--- src/rtl/y86_pkg.sv ---
`default_nettype none
// ============================================================================
// Module      : y86_pkg
// Description : Shared Y86 constants, register codes, write-back FSM state
//               type and a register one-hot decode helper.
// Revision    : 1.0 - initial release
// ============================================================================
package y86_pkg;

  localparam int DATA_W = 64;
  localparam int NREG   = 15;

  // Register codes
  localparam logic [3:0] RRSP  = 4'd4;
  localparam logic [3:0] RNONE = 4'd15;

  // Instruction codes
  localparam logic [3:0] IHALT   = 4'h0;
  localparam logic [3:0] INOP    = 4'h1;
  localparam logic [3:0] IRRMOVQ = 4'h2;
  localparam logic [3:0] IIRMOVQ = 4'h3;
  localparam logic [3:0] IRMMOVQ = 4'h4;
  localparam logic [3:0] IMRMOVQ = 4'h5;
  localparam logic [3:0] IOPQ    = 4'h6;
  localparam logic [3:0] IJXX    = 4'h7;
  localparam logic [3:0] ICALL   = 4'h8;
  localparam logic [3:0] IRET    = 4'h9;
  localparam logic [3:0] IPUSHQ  = 4'hA;
  localparam logic [3:0] IPOPQ   = 4'hB;

  typedef enum logic [1:0] {
    IDLE = 2'd0,
    WR_E = 2'd1,
    WR_M = 2'd2
  } wb_state_t;

  // One-hot decode of a register code; RNONE (and anything >= NREG) maps to 0.
  function automatic logic [NREG-1:0] reg_onehot(input logic [3:0] r);
    logic [NREG-1:0] m;
    m = '0;
    for (int i = 0; i < NREG; i++) begin
      if (r == 4'(i)) m[i] = 1'b1;
    end
    return m;
  endfunction

endpackage
`default_nettype wire

--- src/rtl/wb_scoreboard.sv ---
`default_nettype none
// ============================================================================
// Module      : wb_scoreboard
// Description : Pending-write mask for decode hazard detection. Bits are set
//               when a write is accepted and cleared once it has been driven
//               on the register-file port; a same-edge set overrides clear.
// Revision    : 1.0 - initial release
// ============================================================================
module wb_scoreboard
  import y86_pkg::*;
(
  input  logic            clk,
  input  logic            rst,
  input  logic [NREG-1:0] set_i,
  input  logic [NREG-1:0] clr_i,
  output logic [NREG-1:0] pend_o
);

  logic [NREG-1:0] pend_q;
  logic [NREG-1:0] pend_d;

  // Clear first, then set, so a register re-issued on its retiring edge stays pending
  always_comb begin
    pend_d = (pend_q & ~clr_i) | set_i;
  end

  // Mask register
  always_ff @(posedge clk) begin
    if (rst) pend_q <= '0;
    else     pend_q <= pend_d;
  end

  assign pend_o = pend_q;

endmodule
`default_nettype wire

--- src/rtl/regfile_write_sched.sv ---
`default_nettype none
// ============================================================================
// Module      : regfile_write_sched
// Description : Serialises E/M write-back bundles onto a single register-file
//               write port (E first, then M) and exports a pending-write mask.
// Revision    : 1.0 - initial release
// ============================================================================
module regfile_write_sched
  import y86_pkg::*;
(
  input  logic              clk,
  input  logic              rst,
  input  logic              wb_valid,
  output logic              wb_ready,
  input  logic [3:0]        dstE,
  input  logic [DATA_W-1:0] valE,
  input  logic [3:0]        dstM,
  input  logic [DATA_W-1:0] valM,
  output logic              rf_we,
  output logic [3:0]        rf_waddr,
  output logic [DATA_W-1:0] rf_wdata,
  output logic [NREG-1:0]   pend_mask
);

  wb_state_t         state_q, state_d;

  // Only the M half of a bundle is needed after acceptance: the E write (if
  // any) is loaded straight into the output registers on the accept edge.
  logic [3:0]        dstm_q, dstm_d;
  logic [DATA_W-1:0] valm_q, valm_d;
  logic              needm_q, needm_d;

  logic              we_q, we_d;
  logic [3:0]        waddr_q, waddr_d;
  logic [DATA_W-1:0] wdata_q, wdata_d;

  logic              need_e_in;
  logic              need_m_in;
  logic              accept;
  logic [NREG-1:0]   set_mask;
  logic [NREG-1:0]   clr_mask;

  // Bundle normalisation, handshake and scoreboard set/clear vectors
  always_comb begin
    // A same-register collision drops E so the M (memory) value wins.
    need_e_in = (dstE != RNONE) && (dstE != dstM);
    need_m_in = (dstM != RNONE);
    // Stall only while the second write of a two-write bundle is still owed.
    wb_ready  = !((state_q == WR_E) && needm_q);
    accept    = wb_valid && wb_ready;
    set_mask  = '0;
    if (accept) begin
      if (need_e_in) set_mask = set_mask | reg_onehot(dstE);
      if (need_m_in) set_mask = set_mask | reg_onehot(dstM);
    end
    // The write currently on the port retires at the coming edge.
    clr_mask  = we_q ? reg_onehot(waddr_q) : '0;
  end

  // Next state plus the registered port values that belong to that state
  always_comb begin
    state_d = IDLE;
    we_d    = 1'b0;
    waddr_d = RNONE;
    wdata_d = '0;
    dstm_d  = dstm_q;
    valm_d  = valm_q;
    needm_d = needm_q;
    if ((state_q == WR_E) && needm_q) begin
      state_d = WR_M;
      we_d    = 1'b1;
      waddr_d = dstm_q;
      wdata_d = valm_q;
    end else if (accept) begin
      dstm_d  = dstM;
      valm_d  = valM;
      needm_d = need_m_in;
      if (need_e_in) begin
        state_d = WR_E;
        we_d    = 1'b1;
        waddr_d = dstE;
        wdata_d = valE;
      end else if (need_m_in) begin
        state_d = WR_M;
        we_d    = 1'b1;
        waddr_d = dstM;
        wdata_d = valM;
      end
    end
  end

  // State, holding and output registers
  always_ff @(posedge clk) begin
    if (rst) begin
      state_q <= IDLE;
      dstm_q  <= RNONE;
      valm_q  <= '0;
      needm_q <= 1'b0;
      we_q    <= 1'b0;
      waddr_q <= RNONE;
      wdata_q <= '0;
    end else begin
      state_q <= state_d;
      dstm_q  <= dstm_d;
      valm_q  <= valm_d;
      needm_q <= needm_d;
      we_q    <= we_d;
      waddr_q <= waddr_d;
      wdata_q <= wdata_d;
    end
  end

  wb_scoreboard u_scoreboard (
    .clk    (clk),
    .rst    (rst),
    .set_i  (set_mask),
    .clr_i  (clr_mask),
    .pend_o (pend_mask)
  );

  assign rf_we    = we_q;
  assign rf_waddr = waddr_q;
  assign rf_wdata = wdata_q;

endmodule
`default_nettype wire

--- config.mk ---
export PLATFORM = sky130hd
export DESIGN_NAME = regfile_write_sched
export DESIGN_NICKNAME = d
export VERILOG_FILES = /design/src/rtl/y86_pkg.sv /design/src/rtl/wb_scoreboard.sv /design/src/rtl/regfile_write_sched.sv
export SDC_FILE = /design/constraint.sdc
export NUM_CORES = 1
export LEC_CHECK = 0
export BUFFER_PORTS_ARGS = -buffer_cell sky130_fd_sc_hd__buf_2
export CORE_UTILIZATION = 30
export DETAILED_ROUTE_END_ITERATION = 8
export PLACE_DENSITY_LB_ADDON = 0.2
export SYNTH_ARGS = -nofsm -noshare
export SYNTH_HDL_FRONTEND = slang
export SYNTH_SLANG_ARGS = --single-unit
--- constraint.sdc ---
create_clock -name clk -period 2.66 [get_ports clk]
set_input_delay 0.133 -clock clk [delete_from_list [all_inputs] [get_ports clk]]
set_output_delay 0.133 -clock clk [all_outputs]
set_load 0.02 [all_outputs]
-- Yosys cells after proc, flatten, opt, wreduce, memory -nomap -nowiden
Index checks and enable logic that the tools add are counted.
- bits in registers: 155
- bits of input ports: 139
- output and inout port bits: 85
- logic and storage cells: 166
- equality and inequality tests: 46
- multiplexer cells: 96
- bitwise operators: 6
- reductions and logical operators: 9
- operators by type and width (kind ; number):
    2-to-1 mux 64 bit ; 4
    == test 4 bit (second input constant) ; 21
    2-to-1 mux 1 bit ; 79
    2-to-1 mux 15 bit ; 5
    == test 4 x 3 -> 1 bit (second input constant) ; 12
    bitwise OR 15 bit ; 2
    == test 4 x 2 -> 1 bit (second input constant) ; 6
    2-to-1 mux 4 bit ; 4
    AND 15 bit ; 1
    NOT 15 bit ; 1
    == test 4 x 1 -> 1 bit (second input constant) ; 3
    zero test 4 bit ; 3
    2-to-1 mux 2 bit ; 4
    != test 4 bit (second input constant) ; 2
    != test 4 bit ; 1
    logical AND 1 bit ; 3
    OR reduction 3 bit ; 1
    == test 2 x 1 -> 1 bit (second input constant) ; 1
    NOT 1 bit ; 2
    AND reduction 2 bit ; 1
    zero test 1 bit ; 1

-- Longest topological paths before layout
- word-level depth: 9
- mapped depth: 8
- mapped depth without buffers: 5

-- By module
A second synthesis with hierarchy kept.
- cells, all modules: 789
- area, all modules: 6570.1 µm²
- by module, submodules not included (module ; times used ; cells an instance ; area each (µm²) ; seq. area each (µm²)):
    regfile_write_sched ; 1 ; 728 ; 6033.3 ; 2802.7
    wb_scoreboard ; 1 ; 61 ; 536.8 ; 300.3

-- Worst setup path before layout
No wires, ideal clock.
- kind: reg-to-reg
- from: reg state_q[1]
- to: reg wdata_q[10] (netlist: rf_wdata[10])
- setup time: 122 ps
- arrival time: 1615 ps
- required time: 2538 ps
- path slack: 924 ps
- cell stages (with the launch flop): 9
- buffers on the path: 3
- period minus slack after synthesis: 1736 ps
- cells stage by stage: dfxtp_1 -> and3b_1 -> buf_2 -> inv_2 -> nand2_1 -> nor3_1 -> buf_6 -> buf_6 -> a221o_1
- cells in the longest elaborated chain, start to end: 6
- RTL lines (item ; RTL line ; RTL):
    start, declared ; regfile_write_sched.sv:25 ; wb_state_t state_q, state_d;
    start signal, assigned ; regfile_write_sched.sv:103 ; state_q <= state_d;
    == test 2 x 1 -> 1 bit ; regfile_write_sched.sv:49 ; wb_ready = !((state_q == WR_E) && needm_q);
    logical AND 1 bit ; regfile_write_sched.sv:49 ;
    zero test 1 bit ; regfile_write_sched.sv:49 ;
    named net wb_ready ; regfile_write_sched.sv:14 ; output logic wb_ready,
    logical AND 1 bit ; regfile_write_sched.sv:50 ; accept = wb_valid && wb_ready;
    2-to-1 mux 64 bit ; regfile_write_sched.sv:74 ; end else if (accept) begin
    2-to-1 mux 64 bit ; regfile_write_sched.sv:69 ; if ((state_q == WR_E) && needm_q) begin
    end signal, assigned ; regfile_write_sched.sv:109 ; wdata_q <= wdata_d;
    end, declared ; regfile_write_sched.sv:35 ; logic [DATA_W-1:0] wdata_q, wdata_d;
The timed path passes the listed nets, and every way through them passes these cells.
A chain may end at the register's enable or synchronous reset.

-- Worst setup path after layout
- from: reg needm_q
- to: reg wdata_q[7] (netlist: rf_wdata[7])
- cells in the longest elaborated chain, start to end: 5
- RTL lines (item ; RTL line ; RTL):
    start, declared ; regfile_write_sched.sv:31 ; logic needm_q, needm_d;
    start signal, assigned ; regfile_write_sched.sv:106 ; needm_q <= needm_d;
    logical AND 1 bit (*) ; regfile_write_sched.sv:49, regfile_write_sched.sv:69 ;
    zero test 1 bit ; regfile_write_sched.sv:49 ;
    logical AND 1 bit ; regfile_write_sched.sv:50 ;
    2-to-1 mux 64 bit ; regfile_write_sched.sv:74 ;
    2-to-1 mux 64 bit (*) ; regfile_write_sched.sv:69 ;
Mark *: on every way between the ends. The rest lies on a longest branch, timed or not.

==> results.py <==
metrics = {
    "outcome": {
        "status": "finished clean",
    },
    "synth": {
        "netlist_area_um2": 6205,
        "yosys_warnings": 0,
        "yosys.area.top_type": "dfxtp_1",
        "synth_ff_type": "dfxtp_1",
        "synth_edf_count": 0,
        "synth.distinct_cells": 38,
        "synth_cells": 692,
        "yosysTopAreaCellShare_pct": 50.01,
        "post_synth.cell_area_avg_um2": 8.966,
        "ys_seq_area_share_pct": 50.01,
        "ys_ff_latch": 155,
        "ys_async_sr_fraction_pct": 0,
        "synth_fp_nets": 831,
        "synthTopCellsByArea": "dfxtp_1 50%, nand2_1 9.0%, a221o_1 8.9%",
    },
    "routing": {
        "ant_nets": 0,
        "drtIter0Drc": 325,
        "num_vias": 6166,
        "dr.pass1.iters": 4,
        "post-route-drc-count": 0,
        "routedWlPerCell_um": 15.28,
        "viasPerCell": 4.776,
        "routed_wl_um": 19720,
    },
    "timing": {
        "fmax_mhz": 461.3,
        "setup_viol": 0,
        "fin_crit_sh_pct": 81.49,
        "period_needed_ns": 2.168,
        "slew_violations": 0,
        "tightest_slew_ns": 1.058,
        "hold_ws_ns": 0.03000,
        "slew-limit-headroom_pct": 29.49,
        "skew_ns": 0.008592,
        "rsz0062_at_grt": "false",
        "finalSetupTns_ns": 0,
        "hold_violations": 0,
    },
    "die": {
        "row_count": 52,
        "die_w_um": 145.8,
        "fp.coreArea_um2": 20230,
        "start_util_pct": 30.66,
        "die_area_um2": 21260,
        "io_pins": 224,
        "die_y_um": 145.8,
    },
    "power": {
        "power.switching_w": 0.001546,
        "vdd_drop_max_uv": 376.3,
        "intPower_w": 0.004080,
        "clkPwrFrac_pct": 40.6,
        "power_density_nw_per_um2": 607.0,
        "p_leak_nw": 4.027,
        "seqPwrFrac_pct": 44.6,
        "sw_frac_of_total_pct": 27.48,
        "combPwrFrac_pct": 14.8,
    },
    "cells_and_area": {
        "regArea_um2": 3103,
        "fin_nets": 1147,
        "antenna_cells": 0,
        "finalNonFillerCells": 1291,
        "multi_input_area_um2": 2805,
        "utilization_pct": 45.80,
        "fillers": 1962,
        "layout_common_cells": "222 x buf_2, 155 x dfxtp_1, 148 x nand2_1",
        "drive_gt1_share_pct": 27.23,
        "area_growth_syn_to_layout_pct": 49.36,
        "final_common_cell": "buf_2",
    },
    "clock_tree": {
        "clk_path_buf_depth": 2,
        "clk_pin_slew_ns": 0.07,
        "htree_num_levels": 4,
        "clk_latency_ns": 0.42,
        "cts_tree": "built",
        "cts_buffers": 17,
        "cts_root_buffer": "clkbuf_16",
        "clock-sinks": 155,
    },
    "worst_setup_path": {
        "cp.required_ns": 3.02,
        "r2r_slack_ns": 0.49,
        "critPathLaunchType": "register",
        "cp.arrival_ns": 2.52,
        "setup.worst_path.end_class": "register",
        "worstSetupPathType": "reg2reg",
        "cp_max_fo": 55,
    },
    "placed_design": {
        "gp_congestion": 0.7891,
        "portBuffers": 223,
        "dp_hpwl_um": 11970,
        "dp_cells": 1137,
    },
    "grt": {
        "grt-ovfl-total": 0,
        "grt_first_pass_wirelength_um": 31570,
        "grtUsageTotal_pct": 18.62,
        "grt_max_degree": 97,
        "grt_pass1_vias": 6016,
        "grt_antenna_before_repair": 0,
    },
    "job": {
        "cap_violations": 0,
    },
    "worst_hold_path": {
        "hp-class": "in2reg",
    },
}
sequential cells by signal, indices dropped and copies added, names as in the netlist:
signal and cells:
dstm_q 4, state_q 2, rf_waddr 4, valm_q 64, needm_q 1, rf_we 1
rf_wdata 64, u_scoreboard.pend_o 15
area by class of cell:
| class | instances | share of cell area [%] |
|---|---|---|
| clock buffers | 19 | 4.779 |
| clock inverters | 13 | 1.148 |
| inverters | 2 | 0.08100 |
| multi-input cells | 477 | 30.27 |
| flip-flops and latches | 155 | 33.48 |
| well taps | 270 | 3.645 |
| repair buffers | 355 | 26.60 |
critical path, cell delays in order, from the launching register on:
cell and delay, ns:
dfxtp_1 0.32, and3b_1 0.33, nor3_1 0.59, and3_2 0.34, buf_12 0.24, a221o_1 0.20
cell usage after synthesis (2+ instances only):
| library cell | number |
|---|---|
| a221o_1 | 55 |
| and3_1 | 4 |
| a21oi_1 | 77 |
| nor2b_1 | 7 |
| buf_6 | 10 |
| o21ai_0 | 9 |
| buf_4 | 2 |
| o22ai_1 | 2 |
| buf_2 | 10 |
| and2_1 | 58 |
| a311oi_1 | 3 |
| nor2_1 | 16 |
| nand2b_1 | 3 |
| o21a_1 | 10 |
| nand3b_1 | 6 |
| a21o_1 | 2 |
| a32oi_1 | 8 |
| buf_1 | 5 |
| nand3_1 | 16 |
| a221oi_1 | 3 |
| a31oi_1 | 8 |
| nand2_1 | 149 |
| dfxtp_1 | 155 |
| xor2_2 | 3 |
| clkbuf_1 | 31 |
| or2_2 | 3 |
| xnor2_1 | 4 |
| a41oi_1 | 3 |
| nand4_1 | 10 |
| o41a_1 | 2 |
| nor3_1 | 11 |
path summary, 6_finish.rpt:
kind	end	depth (start not counted)	start
setup / recovery	rf_wdata[7]$_SDFF_PP0_	5	needm_q$_SDFFE_PP0P_
hold reg to reg	valm_q[21]$_SDFFE_PP0P_	2	valm_q[21]$_SDFFE_PP0P_
setup reg to reg	rf_wdata[7]$_SDFF_PP0_	5	needm_q$_SDFFE_PP0P_
hold / removal	state_q[1]$_SDFF_PP0_	3	wb_valid
what timing repair did:
action / 4_1_cts / 5_1_grt
setup endpoints to repair: 0 / 0
setup buffers: 0 / 0
resized for setup: 0 / 0
endpoints found under the hold margin: 129 / 0
hold buffers: 122 / 0
power groups by stage:
stage | logic, W | clock network (W) | registers (W)
6_report | 0.000834 | 0.00228 | 0.00251
5_1_grt | 0.000909 | 0.00245 | 0.00252
4_1_cts | 0.000835 | 0.00235 | 0.00251
3_5_place_dp | 0.000695 | 0 | 0.00256
3_3_place_gp | 0.000692 | 0 | 0.00256
2_1_floorplan | 0.000327 | 0 | 0.00264
kinds of logic (layout without fill, tap and decap cells):
| family | Yosys count | in the layout | synth area share [%] |
|---|---|---|---|
| AND/OR/NAND/NOR | 285 | 285 | 21.74 |
| flip-flops | 155 | 155 | 50.01 |
| buffers and inverters | 60 | 389 | 5.162 |
| XOR/XNOR | 8 | 8 | 1.492 |
| AO/OA/AOI/OAI | 184 | 184 | 21.60 |
per-layer routing:
metal	part of all wire, %	up-vias	track usage (%)
li1	-	3078	-
met1	47	2880	24.32
met2	47	182	30.74
met3	5.0	26	3.574
met4	1.4	0	6.158
met5	0	-	0
per-stage QoR:
step | setup WS [ns] | power (W) | cell area [µm²]
finish | 0.4924 | 0.005626 | 9268
detailed placement | 0.4942 | 0.003254 | 7497
floorplan | 0.9236 | 0.002967 | 6205
global placement | 0.5619 | 0.003251 | 7497
CTS | 0.4835 | 0.005697 | 9268
global route | 0.3566 | 0.005884 | 9268
Note: power is estimated with default switching activity, not from simulation.
